$ cat src/rtl/sirv_qspi_xip_seq.sv
// Execute-in-place byte-read sequencer: command, address, pad and data-receive beats on the QSPI link.
// Optional macro SIRV_QSPI_XIP_MERGE_EN: a read of the next sequential byte skips cmd/addr/pad and keeps CS asserted.
module sirv_qspi_xip_seq #(
   parameter int ADDR_W = 32
) (
   input  logic              clock,
   input  logic              reset,
   input  logic              io_en,
   input  logic              io_insn_cmd_en,
   input  logic [7:0]        io_insn_cmd_code,
   input  logic [1:0]        io_insn_cmd_proto,
   input  logic [2:0]        io_insn_addr_len,
   input  logic [1:0]        io_insn_addr_proto,
   input  logic [3:0]        io_insn_pad_cnt,
   input  logic [7:0]        io_insn_pad_code,
   input  logic [1:0]        io_insn_data_proto,
   input  logic              io_addr_valid,
   output logic              io_addr_ready,
   input  logic [ADDR_W-1:0] io_addr_bits,
   output logic              io_data_valid,
   input  logic              io_data_ready,
   output logic [7:0]        io_data_bits,
   input  logic              io_link_tx_ready,
   output logic              io_link_tx_valid,
   output logic [7:0]        io_link_tx_bits,
   output logic [3:0]        io_link_cnt,
   output logic [1:0]        io_link_fmt_proto,
   output logic              io_link_fmt_iodir,
   output logic              io_link_cs_clear,
   input  logic              io_link_rx_valid,
   input  logic [7:0]        io_link_rx_bits,
   output logic              io_link_lock
);

   typedef enum logic [2:0] {IDLE, CMD, ADDR, PAD, DRX, WRX, RESP} state_t;

   state_t            state, state_nx, post_addr, post_cmd, first_state;
   logic [ADDR_W-1:0] addr_q;
   logic [1:0]        k_q;
   logic              cs_pend;
   logic [7:0]        data_q;
   logic [2:0]        alen;
   logic              ready_w, acc, tx_fire, merge_hit;

   assign alen    = (io_insn_addr_len > 3'd4) ? 3'd4 : io_insn_addr_len;
   assign ready_w = (state == IDLE) & io_en & ~reset;
   assign acc     = io_addr_valid & ready_w;
   assign tx_fire = io_link_tx_valid & io_link_tx_ready;

   assign io_addr_ready    = ready_w;
   assign io_data_bits     = data_q;
   assign io_link_cs_clear = io_link_tx_valid & cs_pend;
   assign io_link_lock     = (state != IDLE);

`ifdef SIRV_QSPI_XIP_MERGE_EN
   logic              merge_q;
   logic [ADDR_W-1:0] next_addr_q;

   assign merge_hit = merge_q & (io_addr_bits == next_addr_q);

   always_ff @(posedge clock) begin
      if (reset) begin
         merge_q     <= 1'b0;
         next_addr_q <= '0;
      end else if (state == RESP && io_data_ready) begin
         merge_q     <= 1'b1;
         next_addr_q <= addr_q + ADDR_W'(1);
      end else if (state == IDLE && (!io_en || acc)) begin
         merge_q     <= 1'b0;
      end
   end
`else
   assign merge_hit = 1'b0;
`endif

   always_comb begin
      post_addr   = (io_insn_pad_cnt != 4'd0) ? PAD : DRX;
      post_cmd    = (alen != 3'd0) ? ADDR : post_addr;
      first_state = io_insn_cmd_en ? CMD : post_cmd;
   end

   always_comb begin
      state_nx          = state;
      io_data_valid     = 1'b0;
      io_link_tx_valid  = 1'b0;
      io_link_tx_bits   = '0;
      io_link_cnt       = 4'd8;
      io_link_fmt_proto = '0;
      io_link_fmt_iodir = 1'b0;
      case (state)
         IDLE: if (acc) state_nx = merge_hit ? DRX : first_state;
         CMD: begin
            io_link_tx_valid  = 1'b1;
            io_link_tx_bits   = io_insn_cmd_code;
            io_link_fmt_proto = io_insn_cmd_proto;
            io_link_fmt_iodir = 1'b1;
            if (io_link_tx_ready) state_nx = post_cmd;
         end
         ADDR: begin
            io_link_tx_valid  = 1'b1;
            io_link_tx_bits   = addr_q[{k_q, 3'b000} +: 8];
            io_link_fmt_proto = io_insn_addr_proto;
            io_link_fmt_iodir = 1'b1;
            if (io_link_tx_ready && k_q == 2'd0) state_nx = post_addr;
         end
         PAD: begin
            io_link_tx_valid  = 1'b1;
            io_link_tx_bits   = io_insn_pad_code;
            io_link_cnt       = io_insn_pad_cnt;
            io_link_fmt_proto = io_insn_data_proto;
            io_link_fmt_iodir = 1'b1;
            if (io_link_tx_ready) state_nx = DRX;
         end
         DRX: begin
            io_link_tx_valid  = 1'b1;
            io_link_fmt_proto = io_insn_data_proto;
            if (io_link_tx_ready) state_nx = WRX;
         end
         WRX: if (io_link_rx_valid) state_nx = RESP;
         RESP: begin
            io_data_valid = 1'b1;
            if (io_data_ready) state_nx = IDLE;
         end
         default: state_nx = IDLE;
      endcase
   end

   // cs_pend marks the first beat of a fresh (non-merged) transaction
   always_ff @(posedge clock) begin
      if (reset) begin
         state   <= IDLE;
         addr_q  <= '0;
         k_q     <= '0;
         cs_pend <= 1'b0;
         data_q  <= '0;
      end else begin
         state <= state_nx;
         if (acc) begin
            addr_q  <= io_addr_bits;
            k_q     <= 2'(alen - 3'd1);
            cs_pend <= ~merge_hit;
         end else begin
            if (state == ADDR && tx_fire) k_q <= k_q - 2'd1;
            if (tx_fire) cs_pend <= 1'b0;
         end
         if (state == WRX && io_link_rx_valid) data_q <= io_link_rx_bits;
      end
   end

endmodule

$ cat config.mk
export PLATFORM = sky130hd
export DESIGN_NAME = sirv_qspi_xip_seq
export DESIGN_NICKNAME = d
export VERILOG_FILES = /design/src/rtl/sirv_qspi_xip_seq.sv
export SDC_FILE = /design/constraint.sdc
export NUM_CORES = 1
export LEC_CHECK = 0
export ABC_CLOCK_PERIOD_IN_PS = 1550
export CAP_MARGIN = 40
export CORE_ASPECT_RATIO = 0.5
export CORE_MARGIN = 2
export CORE_UTILIZATION = 38
export DETAILED_ROUTE_END_ITERATION = 7
export PLACE_DENSITY_LB_ADDON = 0.15
export SYNTH_ARGS = -nofsm -noshare
export SYNTH_HDL_FRONTEND = slang
export SYNTH_SLANG_ARGS = --single-unit
$ cat constraint.sdc
create_clock -name clock -period 1.55 [get_ports clock]
set_input_delay 0.155 -clock clock [delete_from_list [all_inputs] [get_ports clock]]
set_output_delay 0.155 -clock clock [all_outputs]
set_load 0.05 [all_outputs]
Yosys cells after proc, flatten, opt, wreduce, memory -nomap -nowiden
Cells that the tools add are included.
- register bits: 46
- memories kept: 0
- bits in read-only memories: 0
- output and inout bits: 28
- RAM bits: 0
- latch bits: 0
- bitwise gates (word level): 6
- divide/modulo/power cells: 0
- multiplexer cells: 22
- shift operators: 1
- multipliers: 0
- add/sub/neg operators: 2
- reductions and logical operators: 14
- order comparisons: 1
- equal/unequal tests: 13
- operators with widths (kind ; number):
    $mux 3 ; 11
    $shiftx 32x6->8 ; 1
    $pmux 8 s3 ; 1
    $pmux 3 s7 ; 1
    $ne 2x2->1 const B ; 7
    $eq 3x3->1 const B ; 3
    $reduce_and 7->1 ; 1
    $eq 3x2->1 const B ; 2
    $pmux 2 s3 ; 1
    $reduce_bool 3->1 ; 2
    $and 1x1->1 ; 5
    $mux 1 ; 5
    $mux 2 ; 2
    $mux 4 ; 1
    $reduce_bool 2->1 ; 2
    $reduce_bool 4->1 ; 1
    $reduce_or 4->1 ; 1
    $sub 2x1->2 const B ; 2
    $eq 3x1->1 const B ; 1
    $gt 3x3->1 const B ; 1
    $logic_and 1x1->1 ; 3
    $logic_not 3->1 ; 1
    $reduce_or 3->1 ; 1
    $logic_not 2->1 ; 1
    2 further kinds ; 2

Depth between registers and ports, before layout
Gate-level depths: netlist of the first run.
- depth after elaboration: 7
- mapped depth: 6
- depth with buffers taken out: 4

Least setup slack after synthesis of the first run
OpenSTA, ideal clock, no wires.
- path kind: register to output
- start point: register state[0]
- end point: output port io_link_tx_bits[0]
- buffers on the path: 3
- slack: -0.938 ns
- cell stages (with the launch flop): 6
- arrival: 2.333 ns
- cell sequence: dfxtp_1 > buf_4 > clkbuf_1 > buf_2 > a21oi_1 > a311oi_1
- word-level cells in the longest chain between the ends: 2
- elaborated cells between the ends (all ways): 4
- those cells by class: eq/ne: 3; mux: 1
- RTL lines (what ; line ; source):
    from (decl) ; 37 ; state_t state, state_nx, post_addr, post_cmd, first_state;
    from (signal assigned) ; 137 ; state <= state_nx;
    $eq 3x2->1 or $eq 3x1->1 (tied branches) ; 90 ; case (state)
    $pmux 8 s3 (*) ; 90 ;
    to (decl) ; 25 ; output logic [7:0] io_link_tx_bits,
Mark *: on every way between the ends. The rest lies on a longest branch, timed or not.

Worst setup path after layout of the first run
- start point: register k_q[1]
- end point: output port io_link_tx_bits[5]
- word-level cells in the longest chain between the ends: 2
- RTL lines (what ; line ; source):
    from (decl) ; 39 ; logic [1:0] k_q;
    from (signal assigned) ; 140 ; k_q <= 2'(alen - 3'd1);
    from (signal assigned) ; 143 ; if (state == ADDR && tx_fire) k_q <= k_q - 2'd1;
    $shiftx 32x6->8 ; 101 ; io_link_tx_bits = addr_q[{k_q, 3'b000} +: 8];
    $pmux 8 s3 ; 90 ;
No other way between the ends.

==> results of run 1 <==
## stage by stage
step           utilization, %  cells  cell area, um^2
3_5_place_dp            67.46    511             4119
4_1_cts                 72.87    527             4449
5_1_grt                 78.57    535             4797
2_1_floorplan               -    306             2671
6_report                78.57    535             4797
3_3_place_gp            67.46    511             4119
## metal layers
layer	global-route usage [%]	routed length (um)	vias up
met2	39.55	4342	87
met4	5.882	125	0
met3	5.095	435	10
met1	26.79	3789	1300
met5	0	0	-
li1	-	-	1347
## flip-flops by register name, indices dropped and copies added (netlist names)
| signal | count |
|---|---|
| cs_pend | 1 |
| io_data_bits | 8 |
| addr_q | 32 |
| state | 3 |
| k_q | 2 |
## final cells by class
class / instances / area share (%)
multi-input cells: 233 / 38.50
clock inverters: 2 / 0.2869
clock buffers: 6 / 2.686
well taps: 88 / 2.295
repair buffers: 157 / 36.41
flip-flops and latches: 46 / 19.59
inverters: 3 / 0.2347
## worst min-delay path, stage by stage
cell and delay (ns):
buf_2 0.10, inv_1 0.05, nand2_1 0.05, a31o_2 0.11
o41ai_2 0.07
## timing repair
item,4_1_cts,5_1_grt
pin swaps,12,41
buffers inserted,8,5
gates cloned,0,4
endpoints found under the setup margin,56,34
gates resized for setup,33,56
## layout by cell type (no fill, tap or decap), types with 4 or more instances in the layout
cell             count
a21oi_1             34
a21oi_2             20
a311oi_4             8
buf_12              21
buf_4               42
buf_6               12
clkbuf_16            8
clkdlybuf4s50_1     75
dfxtp_1             41
dfxtp_4              5
mux4_2               8
nand2_1             80
nand2_2              8
nand2_4              4
nand2b_4             8
nor2_1               4
## report_power, final
| part | switching [W] | internal, W | total, W |
|---|---|---|---|
| clock network | 0.000430 | 0.000598 | 0.00103 |
| registers | 0.0000643 | 0.00125 | 0.00132 |
| logic | 0.00116 | 0.00129 | 0.00245 |
## cell families after synthesis
kind of cell           Yosys count  share of synthesized area [%]
multiplexers                    12                          9.171
flip-flops                      46                          38.13
AO/OA/AOI/OAI                   81                          20.31
XOR/XNOR                         4                          1.451
AND/OR/NAND/NOR                136                          25.60
buffers and inverters           27                          5.337
## final timing paths
check,startpoint,end,slack (ns),depth (start not counted)
max,k_q[1],io_link_tx_bits[5],-0.31,5
min,reset,state[2],0.30,5
max reg2reg,state[1],addr_q[18],-0.10,6
min reg2reg,addr_q[11],addr_q[11],0.45,2
==> impl_metrics.env, run 1 <==
export IMPL_status="finished with violations"
export IMPL_violations="setup timing"
export IMPL_seqCellArea_um2=939.7
export IMPL_end_kind="primary output"
export IMPL_maxCapViolations=0
export IMPL_yosysMostFrequentCell="nand2_1"
export IMPL_crit_path_top_delay_cell="dfxtp_4"
export IMPL_slew_viol_final=0
export IMPL_max_freq_ghz=0.5386
export IMPL_clock_latency_ns=0.28
export IMPL_fin_ws_ns=-0.3066
export IMPL_core_area_mm2=0.006106
export IMPL_root_buffer="clkbuf_16"
export IMPL_hold_path_class="in2reg"
export IMPL_critPathRequiredTime_ns=1.39
export IMPL_dieHeight_um=60.37
export IMPL_n_fill_cell=415
export IMPL_final_layout_size_suffix_gt1_share_pct=40.49
export IMPL_synthTopCellsByArea="dfxtp_1, nand2_1, a21oi_1"
export IMPL_synth_ff_type="dfxtp_1"
export IMPL_synth_edf_count=0
export IMPL_min_period_over_period_pct=119.8
export IMPL_synth_top_area_share_pct=38.13
export IMPL_wirelength_mm=8.693
export IMPL_yosys_area_top_type="dfxtp_1"
export IMPL_ys_ff_latch=46
export IMPL_wl_per_cell_um=16.25
export IMPL_grtUsageTotal_pct=21.83
export IMPL_drt_iter0_markers=139
export IMPL_antenna_found_initial=0
export IMPL_synth_cell_types=43
export IMPL_synth_fp_nets=383
export IMPL_areaGrowthSynthToFinish_pct=98.65
export IMPL_clkSlewWorstSetupHoldPaths_ns=0.06
export IMPL_routabilityCongestion=0.8460
export IMPL_boundaryPins=105
export IMPL_hpwl_mm=5.588
export IMPL_grt_ovfl_total=0
export IMPL_ir_drop_mv=0.5782
export IMPL_timing_hold_ws_ns=0.2981
export IMPL_hold_buffers=0
export IMPL_path_class="reg2out"
export IMPL_startpoint_type="flip-flop"
export IMPL_setup_tns_ns=-3.739
export IMPL_numCtsBuffers=5
export IMPL_yosysWarningCount=0
export IMPL_final_nets=523
export IMPL_start_util_pct=39.55
export IMPL_setup_viol=46
export IMPL_path_buf_inv=2
export IMPL_grt_max_degree=47
export IMPL_rsz0062_at_grt="true"
export IMPL_powerDensity_mw_per_mm2=999.6
export IMPL_die_area_mm2=0.007047
export IMPL_cts_sinks=46
export IMPL_crit_arrival_ns=1.70
export IMPL_synthCells=306
export IMPL_slew_headroom_pct=57.66
export IMPL_cpMostUsedCell="buf_12"
export IMPL_crit_family="flip-flops"
export IMPL_tightest_slew_ns=0.6351
export IMPL_numPortBuffers=104
export IMPL_fp_dieW_um=116.7
export IMPL_async_flop_share_pct=0
export IMPL_detail_route_antenna_nets=0
export IMPL_post_place_ws_ns=-0.2801
export IMPL_num_antenna_cells=0
export IMPL_skew_ns=0.007036
export IMPL_syn_area_per_cell_um2=7.892
export IMPL_row_count=20
export IMPL_ys_top_cells_by_count="nand2_1, a21oi_1, dfxtp_1"
export IMPL_grt_pass1_vias=2590
export IMPL_multiInputGateArea_mm2=0.001847
export IMPL_route_detailed_drc=0
export IMPL_p_total_w=0.004795
export IMPL_crit_path_cell_trace="buf_12 > mux4_2 > nand2b_4 > a311oi_4 > buf_12"
export IMPL_cts_tree="built"
export IMPL_cts_max_path_buffers=2
export IMPL_ys_seq_area_share_pct=38.13
export IMPL_cpPeakStageDelay_ns=0.37
export IMPL_viasPerCell=5.129
export IMPL_h_tree_depth=2
export IMPL_crit_fanout=4
export IMPL_p_leak_nw=1.705
export IMPL_grt_pass1_wl_mm=11.91
export IMPL_period_needed_ns=1.857
export IMPL_vias=2744
export IMPL_netlist_area_mm2=0.002415
export IMPL_hold_viol_final=0
export IMPL_first_pass_iters=4
Note: power is estimated with default switching activity, not from simulation.
==> run 2, diff against run 1 <==
- SETUP_SLACK_MARGIN: not set -> 0.05
==> run 2 against run 1 <==
Compared with the run above: the flow still finishes with violations (setup timing); critical endpoint is now io_link_tx_bits[0]; highest routed layer unchanged; via count rose by 8.7%; critical path type unchanged; clock power is 14% higher; count of clock-buffer cells in the layout unchanged.
==> impl_metrics.env, run 2 (synthesized netlist as in run 1, its figures left out) <==
export IMPL_crit_fanout=7
export IMPL_power_frac_seq_pct=25.8
export IMPL_grtUsageTotal_pct=29.27
export IMPL_areaGrowthSynthToFinish_pct=118.9
export IMPL_routabilityCongestion=0.9041
export IMPL_regMostFlops="addr_q"
export IMPL_die_area_mm2=0.007047
export IMPL_grt_max_degree=46
export IMPL_min_period_over_period_pct=124.8
export IMPL_grt_pass1_wl_mm=15.35
export IMPL_startpoint_type="flip-flop"
export IMPL_dpl_cell_area_mm2=0.004043
export IMPL_setup_tns_ns=-10.95
export IMPL_grt_pass1_vias=2974
export IMPL_clkSlewWorstSetupHoldPaths_ns=0.07
export IMPL_tightest_slew_ns=0.7214
export IMPL_switchingPower_w=0.001894
export IMPL_power_internal_w=0.003332
export IMPL_slew_headroom_pct=51.91
export IMPL_numPortBuffers=104
export IMPL_maxCapViolations=0
export IMPL_max_freq_ghz=0.5169
export IMPL_stdcell_area_mm2=0.005286
export IMPL_p_leak_nw=1.890
export IMPL_start_util_pct=39.55
export IMPL_route_detailed_drc=0
export IMPL_final_common_cell="clkdlybuf4s50_1"
export IMPL_first_pass_iters=4
export IMPL_rsz0062_at_grt="true"
export IMPL_ir_drop_mv=0.5566
export IMPL_combinationalPowerShare_pct=51.7
export IMPL_final_layout_size_suffix_gt1_share_pct=52.34
export IMPL_hold_viol_final=0
export IMPL_violations="setup timing"
export IMPL_setup_viol=57
export IMPL_cts_tree="built"
export IMPL_wl_per_cell_um=21.38
export IMPL_antenna_found_initial=0
export IMPL_stdcell_count=537
export IMPL_path_class="reg2out"
export IMPL_hold_path_class="in2reg"
export IMPL_fin_ws_ns=-0.3845
export IMPL_powerDensity_mw_per_mm2=988.6
export IMPL_crit_arrival_ns=1.78
export IMPL_num_antenna_cells=0
export IMPL_hold_buffers=0
export IMPL_final_cell_mix="clkdlybuf4s50_1, nand2_1, dfxtp_1, nand2_4, a21oi_2"
export IMPL_wirelength_mm=11.48
export IMPL_vias=2984
export IMPL_grt_ovfl_total=0
export IMPL_core_area_mm2=0.006106
export IMPL_fp_dieW_um=116.7
export IMPL_largest_reg_flops=32
export IMPL_period_needed_ns=1.935
export IMPL_skew_ns=0.004717
export IMPL_slew_viol_final=0
export IMPL_cts_max_path_buffers=2
export IMPL_status="finished with violations"
export IMPL_numCtsBuffers=5
export IMPL_end_kind="primary output"
export IMPL_viasPerCell=5.557
export IMPL_timing_hold_ws_ns=0.3666
export IMPL_hpwl_mm=5.389
export IMPL_h_tree_depth=2
export IMPL_detail_route_antenna_nets=0
export IMPL_root_buffer="clkbuf_16"
export IMPL_swShare_pct=36.25
export IMPL_boundaryPins=105
export IMPL_row_count=20
export IMPL_dp_cells=503
export IMPL_p_total_w=0.005226
export IMPL_critPathRequiredTime_ns=1.39
export IMPL_final_nets=525
export IMPL_cts_sinks=46
export IMPL_dieHeight_um=60.37
export IMPL_clock_latency_ns=0.29
export IMPL_power_share_clock_pct=22.5
export IMPL_drt_iter0_markers=146
## run 2: path summary, 6_finish.rpt
kind,slack [ns],to,cells past startpoint,start
worst max-delay path,-0.38,io_link_tx_bits[0],6,k_q[1]
worst min-delay path,0.37,state[1],5,reset
worst max register to register,-0.28,k_q[0],6,state[0]
worst min register to register,0.47,io_data_bits[2],2,io_data_bits[2]
## run 2: timing repair
action	in CTS	in global routing
resized for setup	102	94
pin swaps	18	33
cloned	10	0
setup endpoints to repair	55	58
buffers inserted	15	8
endpoints found under the hold margin	0	0
## run 2: final cells by class
class / count / area (um^2)
flip-flops and latches: 46 / 937.1
clock buffers: 6 / 150.1
clock inverters: 2 / 13.76
well taps: 88 / 110.1
repair buffers: 159 / 1873
multi-input cells: 233 / 2191
fillers: 301 / 819.5
inverters: 3 / 11.26
## run 2: critical path: stages (launching register included)
cell	delay, ns
dfxtp_4	0.36
buf_12	0.15
buf_6	0.11
mux4_2	0.26
nand2b_4	0.08
a311oi_4	0.35
buf_12	0.18
## run 2: per-layer routing
layer  track usage, %  up-vias  share of wire [%]
met5                0        -                  0
met4            10.42        0                3.4
met2            52.93      149                 49
met1            33.46     1439                 39
li1                 -     1360                  -
met3            9.491       36                8.3
## run 2: power groups by stage
| stage | sequential [W] | clock, W | combinational (W) |
|---|---|---|---|
| CTS | 0.00132 | 0.00116 | 0.00249 |
| global placement | 0.00134 | 0 | 0.00194 |
| detailed placement | 0.00134 | 0 | 0.00197 |
| floorplan | 0.00131 | 0 | 0.00121 |
| global route | 0.00135 | 0.00124 | 0.00279 |
| finish | 0.00135 | 0.00117 | 0.00270 |
## run 2: metrics by stage
stage / util (%) / setup WS [ns]
2_1_floorplan: - / -0.06666
3_3_place_gp: 66.21 / -0.1991
3_5_place_dp: 66.21 / -0.2793
4_1_cts: 81.64 / -0.3227
5_1_grt: 86.58 / -0.4281
6_report: 86.58 / -0.3845
